--- config.mk ---
export PLATFORM = sky130hd
export DESIGN_NAME = seg_capture
export DESIGN_NICKNAME = d
export VERILOG_FILES = /design/src/rtl/seg_capture.sv
export SDC_FILE = /design/constraint.sdc
export NUM_CORES = 1
export LEC_CHECK = 0
export BUFFER_PORTS_ARGS = -buffer_cell sky130_fd_sc_hd__buf_4
export CORE_MARGIN = 2
export CORE_UTILIZATION = 50
export DETAILED_ROUTE_END_ITERATION = 7
export PLACE_DENSITY = 0.68
export SLEW_MARGIN = 15
export SYNTH_ARGS = -nofsm -noshare
export SYNTH_HDL_FRONTEND = slang
export SYNTH_SLANG_ARGS = --single-unit
--- constraint.sdc ---
create_clock -name CLK -period 2.47 [get_ports CLK]
set_clock_uncertainty 0.1 [all_clocks]
set_input_delay 0.247 -clock CLK [delete_from_list [all_inputs] [get_ports CLK]]
set_output_delay 0.247 -clock CLK [all_outputs]
set_load 0.1 [all_outputs]
--- src/rtl/seg_capture.sv ---
// Monitors the multiplexed 7-segment bus and rebuilds the displayed ones/tens digits.
// Optional saturating error counter on ERR_CNT when SEG_CAPTURE_ERRCNT_EN is defined.
module seg_capture #(
    parameter int STABLE_CYC  = 16,
    parameter int TIMEOUT_CYC = 2500000
) (
    input  logic       CLK,
    input  logic       RST,
    input  logic       CA,
    input  logic [6:0] AN,
    output logic [3:0] NUM_1S,
    output logic [2:0] NUM_10S,
    output logic       VALID,
    output logic       UPDATE,
    output logic       SEG_ERR,
    output logic       STALE
`ifdef SEG_CAPTURE_ERRCNT_EN
    ,
    output logic [7:0] ERR_CNT
`endif
);

    localparam int SW = $clog2(STABLE_CYC);
    localparam int TW = $clog2(TIMEOUT_CYC);
    localparam logic [SW-1:0] SMAX = SW'(STABLE_CYC - 1);
    localparam logic [TW-1:0] TMAX = TW'(TIMEOUT_CYC - 1);

    typedef enum logic [1:0] {
        ST_WAIT   = 2'd0,
        ST_SETTLE = 2'd1,
        ST_LATCH  = 2'd2
    } state_t;

    state_t        state_q, state_d;
    logic [7:0]    smp_q, smp_d;
    logic [SW-1:0] scnt_q, scnt_d;
    logic [TW-1:0] tcnt_q, tcnt_d;
    logic [3:0]    num1_q, num1_d;
    logic [2:0]    num10_q, num10_d;
    logic          seen1_q, seen1_d;
    logic          seen10_q, seen10_d;
    logic          valid_q, valid_d;
    logic          upd_q, upd_d;
    logic          err_q, err_d;
    logic          stale_q, stale_d;
    logic          init_q, init_d;
    logic [7:0]    errcnt_q, errcnt_d;

    logic          chg;
    logic          ca_edge;
    logic [3:0]    dig;
    logic          dig_ok;
    logic          blank;

    always_comb begin
        dig    = 4'd0;
        dig_ok = 1'b1;
        blank  = 1'b0;
        case (smp_q[6:0])
            7'h3F:   dig = 4'd0;
            7'h06:   dig = 4'd1;
            7'h5B:   dig = 4'd2;
            7'h4F:   dig = 4'd3;
            7'h66:   dig = 4'd4;
            7'h6D:   dig = 4'd5;
            7'h7D:   dig = 4'd6;
            7'h07:   dig = 4'd7;
            7'h7F:   dig = 4'd8;
            7'h6F:   dig = 4'd9;
            7'h00:   blank = 1'b1;
            default: dig_ok = 1'b0;
        endcase
    end

    // A change is judged against the incoming sample so the stable count starts on the capture edge.
    always_comb begin
        smp_d    = {CA, AN};
        chg      = (smp_d != smp_q);
        ca_edge  = (smp_d[7] != smp_q[7]);
        scnt_d   = chg ? '0 : ((scnt_q == SMAX) ? scnt_q : scnt_q + SW'(1));
        tcnt_d   = ca_edge ? '0 : ((tcnt_q == TMAX) ? tcnt_q : tcnt_q + TW'(1));
        stale_d  = ca_edge ? 1'b0 : ((tcnt_d == TMAX) ? 1'b1 : stale_q);
        init_d   = 1'b0;
        state_d  = state_q;
        num1_d   = num1_q;
        num10_d  = num10_q;
        seen1_d  = seen1_q;
        seen10_d = seen10_q;
        upd_d    = 1'b0;
        err_d    = err_q;
        errcnt_d = errcnt_q;

        case (state_q)
            ST_WAIT: begin
                if (chg || init_q) state_d = ST_SETTLE;
            end
            ST_SETTLE: begin
                if (!chg && (scnt_q == SMAX)) state_d = ST_LATCH;
            end
            ST_LATCH: begin
                // A change arriving on the commit edge opens a fresh window immediately.
                state_d = chg ? ST_SETTLE : ST_WAIT;
                if (blank) begin
                    upd_d = 1'b0;
                end else if (!dig_ok || (smp_q[7] && (dig > 4'd5))) begin
                    err_d    = 1'b1;
                    errcnt_d = (errcnt_q == 8'hFF) ? errcnt_q : errcnt_q + 8'd1;
                end else if (!smp_q[7]) begin
                    num1_d  = dig;
                    seen1_d = 1'b1;
                    upd_d   = (dig != num1_q);
                end else begin
                    num10_d  = dig[2:0];
                    seen10_d = 1'b1;
                    upd_d    = (dig[2:0] != num10_q);
                end
            end
            default: state_d = ST_WAIT;
        endcase

        valid_d = seen1_d & seen10_d;
    end

    always_ff @(posedge CLK) begin
        if (!RST) begin
            state_q  <= ST_WAIT;
            smp_q    <= '0;
            scnt_q   <= '0;
            tcnt_q   <= '0;
            num1_q   <= '0;
            num10_q  <= '0;
            seen1_q  <= 1'b0;
            seen10_q <= 1'b0;
            valid_q  <= 1'b0;
            upd_q    <= 1'b0;
            err_q    <= 1'b0;
            stale_q  <= 1'b0;
            init_q   <= 1'b1;
            errcnt_q <= '0;
        end else begin
            state_q  <= state_d;
            smp_q    <= smp_d;
            scnt_q   <= scnt_d;
            tcnt_q   <= tcnt_d;
            num1_q   <= num1_d;
            num10_q  <= num10_d;
            seen1_q  <= seen1_d;
            seen10_q <= seen10_d;
            valid_q  <= valid_d;
            upd_q    <= upd_d;
            err_q    <= err_d;
            stale_q  <= stale_d;
            init_q   <= init_d;
            errcnt_q <= errcnt_d;
        end
    end

    assign NUM_1S  = num1_q;
    assign NUM_10S = num10_q;
    assign VALID   = valid_q;
    assign UPDATE  = upd_q;
    assign SEG_ERR = err_q;
    assign STALE   = stale_q;
`ifdef SEG_CAPTURE_ERRCNT_EN
    assign ERR_CNT = errcnt_q;
`else
    logic unused_errcnt;
    assign unused_errcnt = ^errcnt_q;
`endif

endmodule

## Yosys cells after proc, flatten, opt, wreduce, memory -nomap -nowiden

Cells that the tools add are included.

| word-level totals | value |
|---|---|
| register bits | 50 |
| word-level logic and storage cells | 78 |
| output and inout bits | 11 |

| cells by class | value |
|---|---|
| equality and inequality tests | 21 |
| magnitude comparators | 1 |
| add/subtract/negate cells | 2 |
| multiplexer cells | 19 |
| reduce and logical (&&, ||, !) cells | 16 |
| bitwise operators | 6 |

Operators with widths:

| cell | count |
|---|---|
| 7-bit equality test, second input constant | 7 |
| 22-bit equality test, second input constant | 2 |
| 22-bit 2-to-1 mux | 2 |
| 4-bit one-hot mux with 9 select lines | 1 |
| 22-bit by 1-bit adder with 22-bit output, second input constant | 1 |
| 7-bit by 3-bit equality test with 1-bit output, second input constant | 2 |
| 1-bit 2-to-1 mux | 13 |
| 11-bit OR reduction | 1 |
| 8-bit != test | 1 |
| 4-bit AND reduction | 2 |
| 7-bit by 6-bit equality test with 1-bit output, second input constant | 1 |
| 7-bit logical NOT | 1 |
| 2-bit one-hot mux with 3 select lines | 1 |
| 1-bit inverter | 5 |
| 4-bit by 1-bit adder with 4-bit output, second input constant | 1 |
| 4-bit equality test, second input constant | 1 |
| 4-bit by 3-bit > comparator with 1-bit output, second input constant | 1 |
| 2-bit 2-to-1 mux | 2 |
| 2-bit != test, second input constant | 2 |
| 4-bit != test | 1 |
| 2-bit OR reduction | 2 |
| 4-bit OR reduction | 1 |
| 3-bit != test | 1 |
| 3-bit AND reduction | 1 |
| 9 further kinds | 12 |

## Longest topological paths before layout

Gate-level depths: netlist of the first run.

| depth | value |
|---|---|
| depth in word-level cells | 9 |
| gate-level depth with buffers | 9 |

## Least setup slack after synthesis of the first run

OpenSTA, ideal clock, no wires.

| timing | value |
|---|---|
| path kind | register to register |
| start point | register tcnt_q[0] |
| end point | register stale_q (netlist: STALE) |
| setup slack | 0.398 ns |
| stages on the path, launching flop included | 9 |
| required time | 2.249 ns |
| arrival time | 1.850 ns |
| buffers on the path | 0 |
| path through | dfxtp_1 ha_1 nand4_1 nor4_4 nand3_2 xor2_1 or3_1 nand4_1 o21ai_1 |

| on the way | value |
|---|---|
| cells in the longest elaborated chain, start to end | 4 |
| elaborated cells on any way between the ends | 5 |
| those cells by class | add/sub: 1; eq/ne: 2; mux: 2 |

Ends and longest elaborated chain:

| item | line | text |
|---|---|---|
| start, declared | 37 | `logic [TW-1:0] tcnt_q, tcnt_d;` |
| start signal, assigned | 144 | `tcnt_q <= tcnt_d;` |
| 22-bit by 1-bit adder with 22-bit output or 22-bit equality test (tied branches) | 81 | `tcnt_d = ca_edge ? '0 : ((tcnt_q == TMAX) ? tcnt_q : tcnt_q + TW'(1));` |
| 22-bit 2-to-1 mux * (2 in a row) | 81 |  |
| 22-bit equality test * | 82 | `stale_d = ca_edge ? 1'b0 : ((tcnt_d == TMAX) ? 1'b1 : stale_q);` |
| end signal, assigned | 152 | `stale_q <= stale_d;` |
| end, declared | 45 | `logic stale_q, stale_d;` |

Mark *: on every way between the ends. The rest lies on a longest branch, timed or not.
A chain may end at the register's enable or synchronous reset.

## Final worst setup path of the first run

Ends and elaborated chain as after synthesis.

==> metrics.cfg, run 1 <==
[floorplanning]
die_width_um=76.8
fp-row-count=26
die-area_um2=5900
die_h_um=76.8
initial_utilization=0.519
io-pin-count=21
core-area_um2=5110

[timing]
timing.hold.ws_ns=0.0595
timing.fmax_mhz=433
setup_viol=0
grt_setup_unrepaired=false
tightest_slew_ns=0.480
min_period_over_period=0.935
fin_crit_ns=2.31
slew_headroom=0.678
slew_viol_final=0
hold_viol=0
fin_ws_ns=0.161
tns_ns=0

[pwr]
power_density_nw_per_um2=513
power.leakage_uw=0.00111
p_int_uw=1190
swShare=0.220
seqPwrFrac=0.552
peakVddDrop_uv=282
pwr-share-clk=0.385
power_switching_uw=335
comb_power_share=0.064

[synth]
netlist_area_um2=2650
synth_top_area_cell=dfxtp_1
seq_area_frac_synth=0.378
syn_inst=319
synth.distinct_cells=52
synthTopCellsByArea=dfxtp_1, xnor2_1, nor2_1, xor2_1, nand2_1
synth-edff-count=0
syn_area_per_cell_um2=8.31
yosysWarnings=0
ys.flop_type=dfxtp_1
synthArstFlopShare=0
synthesis.nets=331
synth_top_area_share=0.378
synth.ff_latch_count=50

[layout]
fillCellCount=494
final_core_util=0.581
multiInputGateArea_um2=1550
drive_gt1_frac=0.139
fin_cells=402
diodes=0
seq_area_um2=1000
nets=344
syn_to_final_growth_pct=11.9

[critical_path]
cp-start-kind=flop
cpPeakStageDelay_ns=0.45
crit_arrival_ns=2.40
path_cells=ha_2 > nand4_1 > nor4_4 > and4bb_2 > o31ai_1 > o31ai_1 > nand4_1 > o21ai_1
critPathKind=reg -> reg
cp_top_family=simple AND/OR/NAND/NOR gates
path_max_fanout=8
cp.required_ns=2.56
cp_slowest_cell=dfxtp_1
path_buf_inv=0
worst_setup_path_end_kind=flop

[min_path]
min_path_type=in -> reg

[global_routing]
grt_max_degree=21
antenna_found_initial=0
grtUsageTotal=0.195
first_global_vias=2009
grt_overflow=0
grt_pass1_wl_um=9400

[place]
dpl.hpwl_um=3990
place.gp.congestion=0.843
dp_slack_ns=0.183
dp_cells=394
port_buffers=20

[clock_network]
cts_buffers=5
clkTransAtPathRegs_ns=0.09
root_buffer=clkbuf_8
htreeDepth=2
clock_latency_ns=0.30
clock-sinks=50
cts_tree=done
cts.path.max_buffers=2
postCtsHoldBufs=0

[route]
first_pass_iters=5
ant_nets=0
drt-initial-drc-count=173
wl_per_cell_um=13.8
drc_errors=0
viasPerCell=5.58
vias=2243
drt_wl_total_um=5540

[run]
drv_cap=0

[outcome]
status=complete, no violations

cell type report:
type,instances,area share
Sequential cell,50,0.338
Multi-Input combinational cell,242,0.522
Inverter,8,0.0101
Clock buffer,6,0.0278
Timing Repair Buffer,25,0.0633
Clock inverter,1,0.0101
Tap cell,70,0.0295
path summary, 6_finish.rpt:
| path | startpoint | end | slack [ns] | cells past startpoint |
|---|---|---|---|---|
| min | AN[0] | smp_q[0] | 0.06 | 2 |
| min reg2reg | STALE | STALE | 0.36 | 2 |
| max reg2reg | tcnt_q[0] | STALE | 0.16 | 8 |
| max | tcnt_q[0] | STALE | 0.16 | 8 |
placed cells by master, fill, tap and decap left out, types with 2 or more instances in the layout:
cell type,Yosys,final
nand2_1,26,26
mux2i_1,6,6
nor3_1,11,11
a31oi_1,2,2
nand4_1,8,8
dfxtp_1,50,50
and4_1,4,4
nor4b_1,3,3
o21ai_0,11,11
nor4_1,7,6
xor2_1,18,18
o21ai_1,4,4
and3_1,2,2
nand3_1,15,15
buf_4,0,25
nor4_4,2,2
nor2_1,46,46
a21oi_1,10,10
and2_1,10,10
clkbuf_8,0,6
nor2b_1,3,3
inv_1,8,8
xnor2_1,20,20
o31ai_1,3,3
nand3b_1,3,3
a211oi_1,2,2
layer usage:
metal | up-vias | share of wire | wire length [µm] | GRT usage
met3 | 8 | 0.047 | 261 | 0.0424
met5 | - | 0 | 0 | 0
met2 | 48 | 0.46 | 2550 | 0.316
met4 | 0 | 0.011 | 62 | 0.0491
met1 | 1050 | 0.48 | 2670 | 0.263
li1 | 1137 | - | - | -
power by group through the flow:
| stage | clock network [µW] | registers, µW | logic [µW] |
|---|---|---|---|
| 2_1_floorplan | 0 | 842 | 78.0 |
| 3_3_place_gp | 0 | 857 | 96.7 |
| 3_5_place_dp | 0 | 857 | 96.9 |
| 4_1_cts | 608 | 838 | 97.4 |
| 5_1_grt | 645 | 841 | 109 |
| 6_report | 585 | 838 | 96.8 |
sequential cells by signal, summed over array words and instances (netlist names):
register  cells
tcnt_q       22
smp_q         8
NUM_1S        4
scnt_q        4
NUM_10S       3
state_q       2
SEG_ERR       1
STALE         1
UPDATE        1
VALID         1
init_q        1
seen10_q      1
seen1_q       1
through the flow:
step	power (µW)	area (µm²)
after floorplan	920	2650
after global placement	953	2840
after detailed placement	954	2840
after CTS	1540	2950
after global routing	1590	2970
final	1520	2970
cell usage after synthesis (2+ instances only):
master,instances
a211oi_1,2
a21oi_1,10
a31oi_1,2
and2_1,10
and3_1,2
and4_1,4
buf_2,7
clkbuf_1,11
dfxtp_1,50
ha_1,2
inv_1,8
mux2i_1,6
nand2_1,26
nand3_1,15
nand3b_1,3
nand4_1,8
nor2_1,46
nor2b_1,3
nor3_1,11
nor4_1,7
nor4_4,2
nor4b_1,3
o21ai_0,11
o21ai_1,4
o31ai_1,3
xnor2_1,20
xor2_1,18
worst reg2reg max path: stages (launching register included):
cell and delay (ns):
dfxtp_1 0.45, ha_2 0.28, nand4_1 0.26, nor4_4 0.38, and4bb_2 0.29, o31ai_1 0.22
o31ai_1 0.10, nand4_1 0.08, o21ai_1 0.05
logic make-up (layout without fill, tap and decap cells):
group           Yosys count  in the layout  synth area share
simple gates            152            152             0.314
flops                    50             50             0.378
compound gates           42             42             0.101
xor+xnor                 38             38             0.126
buf+inv                  27             40            0.0420
mux                       7              7            0.0269
fa+ha+maj                 3              3            0.0132
repair_timing:
item / CTS / global route
resized for setup: 0 / 2
setup buffers: 0 / 1
setup endpoints to repair: 0 / 1
Note: power is estimated with default switching activity, not from simulation.
==> inputs of run 2 (changes only) <==
- CTS_BUF_LIST: unset -> sky130_fd_sc_hd__clkbuf_2 sky130_fd_sc_hd__clkbuf_4 sky130_fd_sc_hd__clkbuf_8
- SETUP_SLACK_MARGIN: unset -> 0.2
- clock period: 2.47 -> 2.3 ns (I/O delays scaled with it)
==> run 2 against run 1 <==
Against the previous run:
- sequential power increased by 7.8%
- combinational power increased by 15%
- count of clock-buffer cells in the layout decreased by 1
- maximum frequency increased by 8.7%
- wire length increased by 6.4%
- register-to-register slack about the same
- core utilization increased by 3.6 points
- non-clock buffer count increased by 14
- global-route usage increased by 0.63 points
- total power increased by 8.0%
- via count increased by 3.1%
- critical endpoint unchanged
- largest cell class unchanged
==> metrics.cfg, run 2 (synthesis gave the netlist of run 1 again) <==
[clock_network]
clock-sinks=50
clkTransAtPathRegs_ns=0.10
clock_latency_ns=0.30
root_buffer=clkbuf_8
cts_tree=done
cts.path.max_buffers=2
postCtsHoldBufs=0
cts_buffers=5
htreeDepth=2

[floorplanning]
core-area_um2=5110
die-area_um2=5900
die_h_um=76.8
initial_utilization=0.519
io-pin-count=21
die_width_um=76.8
fp-row-count=26

[global_routing]
antenna_found_initial=0
first_global_vias=2114
grt_pass1_wl_um=9710
grt_overflow=0
grtUsageTotal=0.201
grt_max_degree=21

[critical_path]
crit_arrival_ns=2.27
cp.required_ns=2.44
path_common_cell=nand4_1
path_max_fanout=7
cpPeakStageDelay_ns=0.40
cp_slowest_cell=dfxtp_4
cp-start-kind=flop
r2r-start=tcnt_q[0]
worst_setup_path_end_kind=flop
path_cells=ha_4 > nand4_1 > buf_4 > nor4_4 > buf_4 > nand4_1 > xor2_1 > nor2_1 > nand4_1 > o21ai_1
critPathKind=reg -> reg
startpoint=tcnt_q[0]

[pwr]
power_uw=1640
peakVddDrop_uv=243
power.leakage_uw=0.00119
power_density_nw_per_um2=521

[place]
place.gp.congestion=0.811
placed_area_um2=2900
dpl.hpwl_um=4120
port_buffers=20

[route]
drt_wl_total_um=5890
first_pass_iters=5
drt-initial-drc-count=95
drc_errors=0
ant_nets=0
viasPerCell=5.55
wl_per_cell_um=14.1
vias=2313

[min_path]
min_from=AN[2]
min_path_type=in -> reg

[timing]
min_period_over_period=0.924
slew_headroom=0.690
tightest_slew_ns=0.462
hold_viol=0
setup_viol=0
tns_ns=0
fin_crit_ns=2.12
timing.fmax_mhz=471
grt_setup_unrepaired=true
slew_viol_final=0
timing.hold.ws_ns=0.0439

[run]
drv_cap=0

[layout]
regMostFlops=tcnt_q
seq_area_um2=1020
finalInstanceArea_um2=3150
syn_to_final_growth_pct=18.8
mostFrequentLayoutCells=nor2_1, dfxtp_1, buf_4
drive_gt1_frac=0.222
fillCellCount=450
diodes=0
top_regs=tcnt_q: 22 flops, smp_q: 8 flops
multiInputGateArea_um2=1590
largest_reg_flops=22
nets=358
final_common_cell=nor2_1

[outcome]
status=complete, no violations

==> run 2: per-layer routing <==
layer	share of wire	wire length [µm]	up-vias	GRT usage
li1	-	-	1159	-
met1	0.47	2760	1079	0.254
met2	0.47	2750	67	0.337
met3	0.050	295	8	0.0388
met4	0.016	94	0	0.0800
met5	0	0	-	0
==> run 2: critical path: cells and delay by family, from the launching register on <==
family          cells  cell delay (ns)
xor+xnor            1             0.21
buf+inv             2             0.37
compound gates      1             0.13
fa+ha+maj           1             0.13
flops               1             0.40
simple gates        5             0.74
==> run 2: timing repair <==
item | 4_1_cts | 5_1_grt
buffers inserted | 2 | 4
setup endpoints to repair | 2 | 12
pin swaps | 1 | 7
gates resized for setup | 7 | 17
==> run 2: report_power, final <==
| part | switching [µW] | leakage [µW] | internal (µW) |
|---|---|---|---|
| logic | 59.9 | 0.000725 | 51.3 |
| clock network | 300 | 0.0000585 | 326 |
| registers | 25.5 | 0.000411 | 878 |
==> run 2: path summary, 6_finish.rpt <==
kind	endpoint	slack [ns]	depth (start not counted)
max	STALE	0.18	10
min	smp_q[2]	0.04	2
max reg2reg	STALE	0.18	10
min reg2reg	state_q[1]	0.36	1
==> run 2: per-stage QoR <==
stage	worst slack, ns	cells	utilization
after floorplan	0.228	319	-
after global placement	0.0248	403	0.569
after detailed placement	0.0211	403	0.569
after CTS	0.192	413	0.598
after global routing	0.0369	417	0.617
final	0.176	417	0.617
==> run 2: cell type report <==
cell class / instances / share of cell area
clock buffer: 5 / 0.0219
clock inverter: 3 / 0.0139
inverter: 8 / 0.00954
multi-input combinational: 242 / 0.506
sequential: 50 / 0.324
tap: 70 / 0.0278
timing repair buffer: 39 / 0.0969
==> inputs of run 3 (changes only) <==
- CORE_UTILIZATION: 50 -> 30
- GPL_TIMING_DRIVEN: unset -> 0
- PLACE_DENSITY: 0.68 -> unset
- REMOVE_ABC_BUFFERS: unset -> 1
==> run 3 against run 2 <==
Against the previous run:
- critical path type unchanged
- worst hold slack got worse by 0.013 ns
- non-clock buffer count fell by 8
- die area increased by 63%
- largest cell class unchanged
==> metrics.cfg, run 3 (synthesis gave the netlist of run 1 again) <==
[critical_path]
cp-start-kind=flop
path_max_fanout=3
ff2ff_path_depth=9
path_cells=ha_4 > nand4_1 > buf_4 > nor2_1 > and4_1 > xnor2_1 > o2111a_1 > o2111ai_1 > o21ai_1
crit_arrival_ns=2.24
r2r_setup_slack_ns=0.21
path_buf_inv=1
worst-path-stages=9
worst_setup_path_end_kind=flop
critPathKind=reg -> reg
cp.required_ns=2.45
r2r_end=STALE
r2r-start=tcnt_q[1]
cp_top_family=simple AND/OR/NAND/NOR gates
cp_slowest_cell=dfxtp_4
cpPeakStageDelay_ns=0.37

[layout]
largest_reg_flops=22
fillCellCount=904
drive_gt1_frac=0.224
nets=350
diodes=0
final_core_util=0.366
syn_to_final_growth_pct=19.4
final_common_cell=nor2_1
mostFrequentLayoutCells=nor2_1, dfxtp_1, buf_4
top_regs=tcnt_q: 22 flops, smp_q: 8 flops
regMostFlops=tcnt_q

[timing]
fin_ws_ns=0.214
tns_ns=0
slew_headroom=0.701
timing.hold.ws_ns=0.0308
grt_setup_unrepaired=true
tightest_slew_ns=0.447
timing.fmax_mhz=480
min_period_over_period=0.907
fin_crit_ns=2.09
slew_viol_final=0
setup_viol=0
hold_viol=0

[route]
first_pass_iters=4
viasPerCell=5.04
drt_wl_total_um=5790
ant_nets=0
wl_per_cell_um=13.0
drt-initial-drc-count=89
drc_errors=0
vias=2255

[floorplanning]
fp-row-count=34
initial_utilization=0.307
io-pin-count=21
die_width_um=98.0
die-area_um2=9600
die_h_um=98.0
core-area_um2=8640

[pwr]
power_density_nw_per_um2=531
peakVddDrop_uv=228
power_uw=1680
power.leakage_uw=0.00117

[global_routing]
grt_overflow=0
grtUsageTotal=0.128
grt_max_degree=21
grt_pass1_wl_um=10200
antenna_found_initial=0
first_global_vias=2161

[min_path]
min_path_type=in -> reg
min_path_cells=2
min_to=smp_q[6]
min_from=AN[6]

[clock_network]
cts_buffers=5
htreeDepth=2
cts_tree=done
root_buffer=clkbuf_8
cts.path.max_buffers=2
clkTransAtPathRegs_ns=0.10
clock-sinks=50
postCtsHoldBufs=0
clock_latency_ns=0.31

[run]
drv_cap=0

[outcome]
status=complete, no violations

[place]
place.gp.congestion=0.852
port_buffers=20
dp_slack_ns=-0.519
dpl.hpwl_um=4040

run 3: cell count changes in the layout (fill, tap and decap cells not counted), sizes merged:
cell / before / now
buf: 39 / 31
clkinv: 1 / 0
inv: 9 / 10
run 3: final cells by class:
class | instances | area [µm²] | area share
clock buffer | 5 | 68.8 | 0.0217
timing repair buffer | 31 | 245 | 0.0775
tap | 108 | 135 | 0.0427
sequential | 50 | 1030 | 0.324
multi-input combinational | 242 | 1610 | 0.509
clock inverter | 3 | 47.5 | 0.0150
inverter | 8 | 30.0 | 0.00949
run 3: how the worst max path moves through the flow:
| stage | from | to | slack [ns] |
|---|---|---|---|
| global placement | smp_q[7] | STALE | -0.54 |
| detailed placement | smp_q[7] | STALE | -0.52 |
| floorplan | tcnt_q[0] | STALE | 0.23 |
| finish | tcnt_q[1] | STALE | 0.21 |
| CTS | tcnt_q[7] | STALE | 0.20 |
| global route | tcnt_q[1] | STALE | 0.08 |
run 3: layer usage:
layer | vias up | share of wire | GRT usage
met5 | - | 0 | 0
met2 | 28 | 0.48 | 0.213
met1 | 1078 | 0.48 | 0.167
met4 | 0 | 0.0098 | 0.0353
li1 | 1142 | - | -
met3 | 7 | 0.030 | 0.0265
run 3: repair_timing:
| item | in CTS | in global routing |
|---|---|---|
| setup endpoints to repair | 30 | 12 |
| buffers inserted | 9 | 2 |
| pin swaps | 7 | 7 |
| resized for setup | 22 | 10 |
run 3: power by group:
| group | total (µW) | leakage, µW | switching, µW | internal [µW] |
|---|---|---|---|---|
| logic | 117 | 0.000697 | 63.8 | 53.6 |
| registers | 902 | 0.000413 | 24.1 | 878 |
| clock network | 662 | 0.0000591 | 329 | 333 |
| total | 1680 | 0.00117 | 417 | 1260 |
run 3: stage by stage:
| step | area [µm²] | cells |
|---|---|---|
| global route | 3160 | 447 |
| floorplan | 2570 | 300 |
| detailed placement | 2850 | 428 |
| global placement | 2850 | 428 |
| finish | 3160 | 447 |
| CTS | 3110 | 445 |
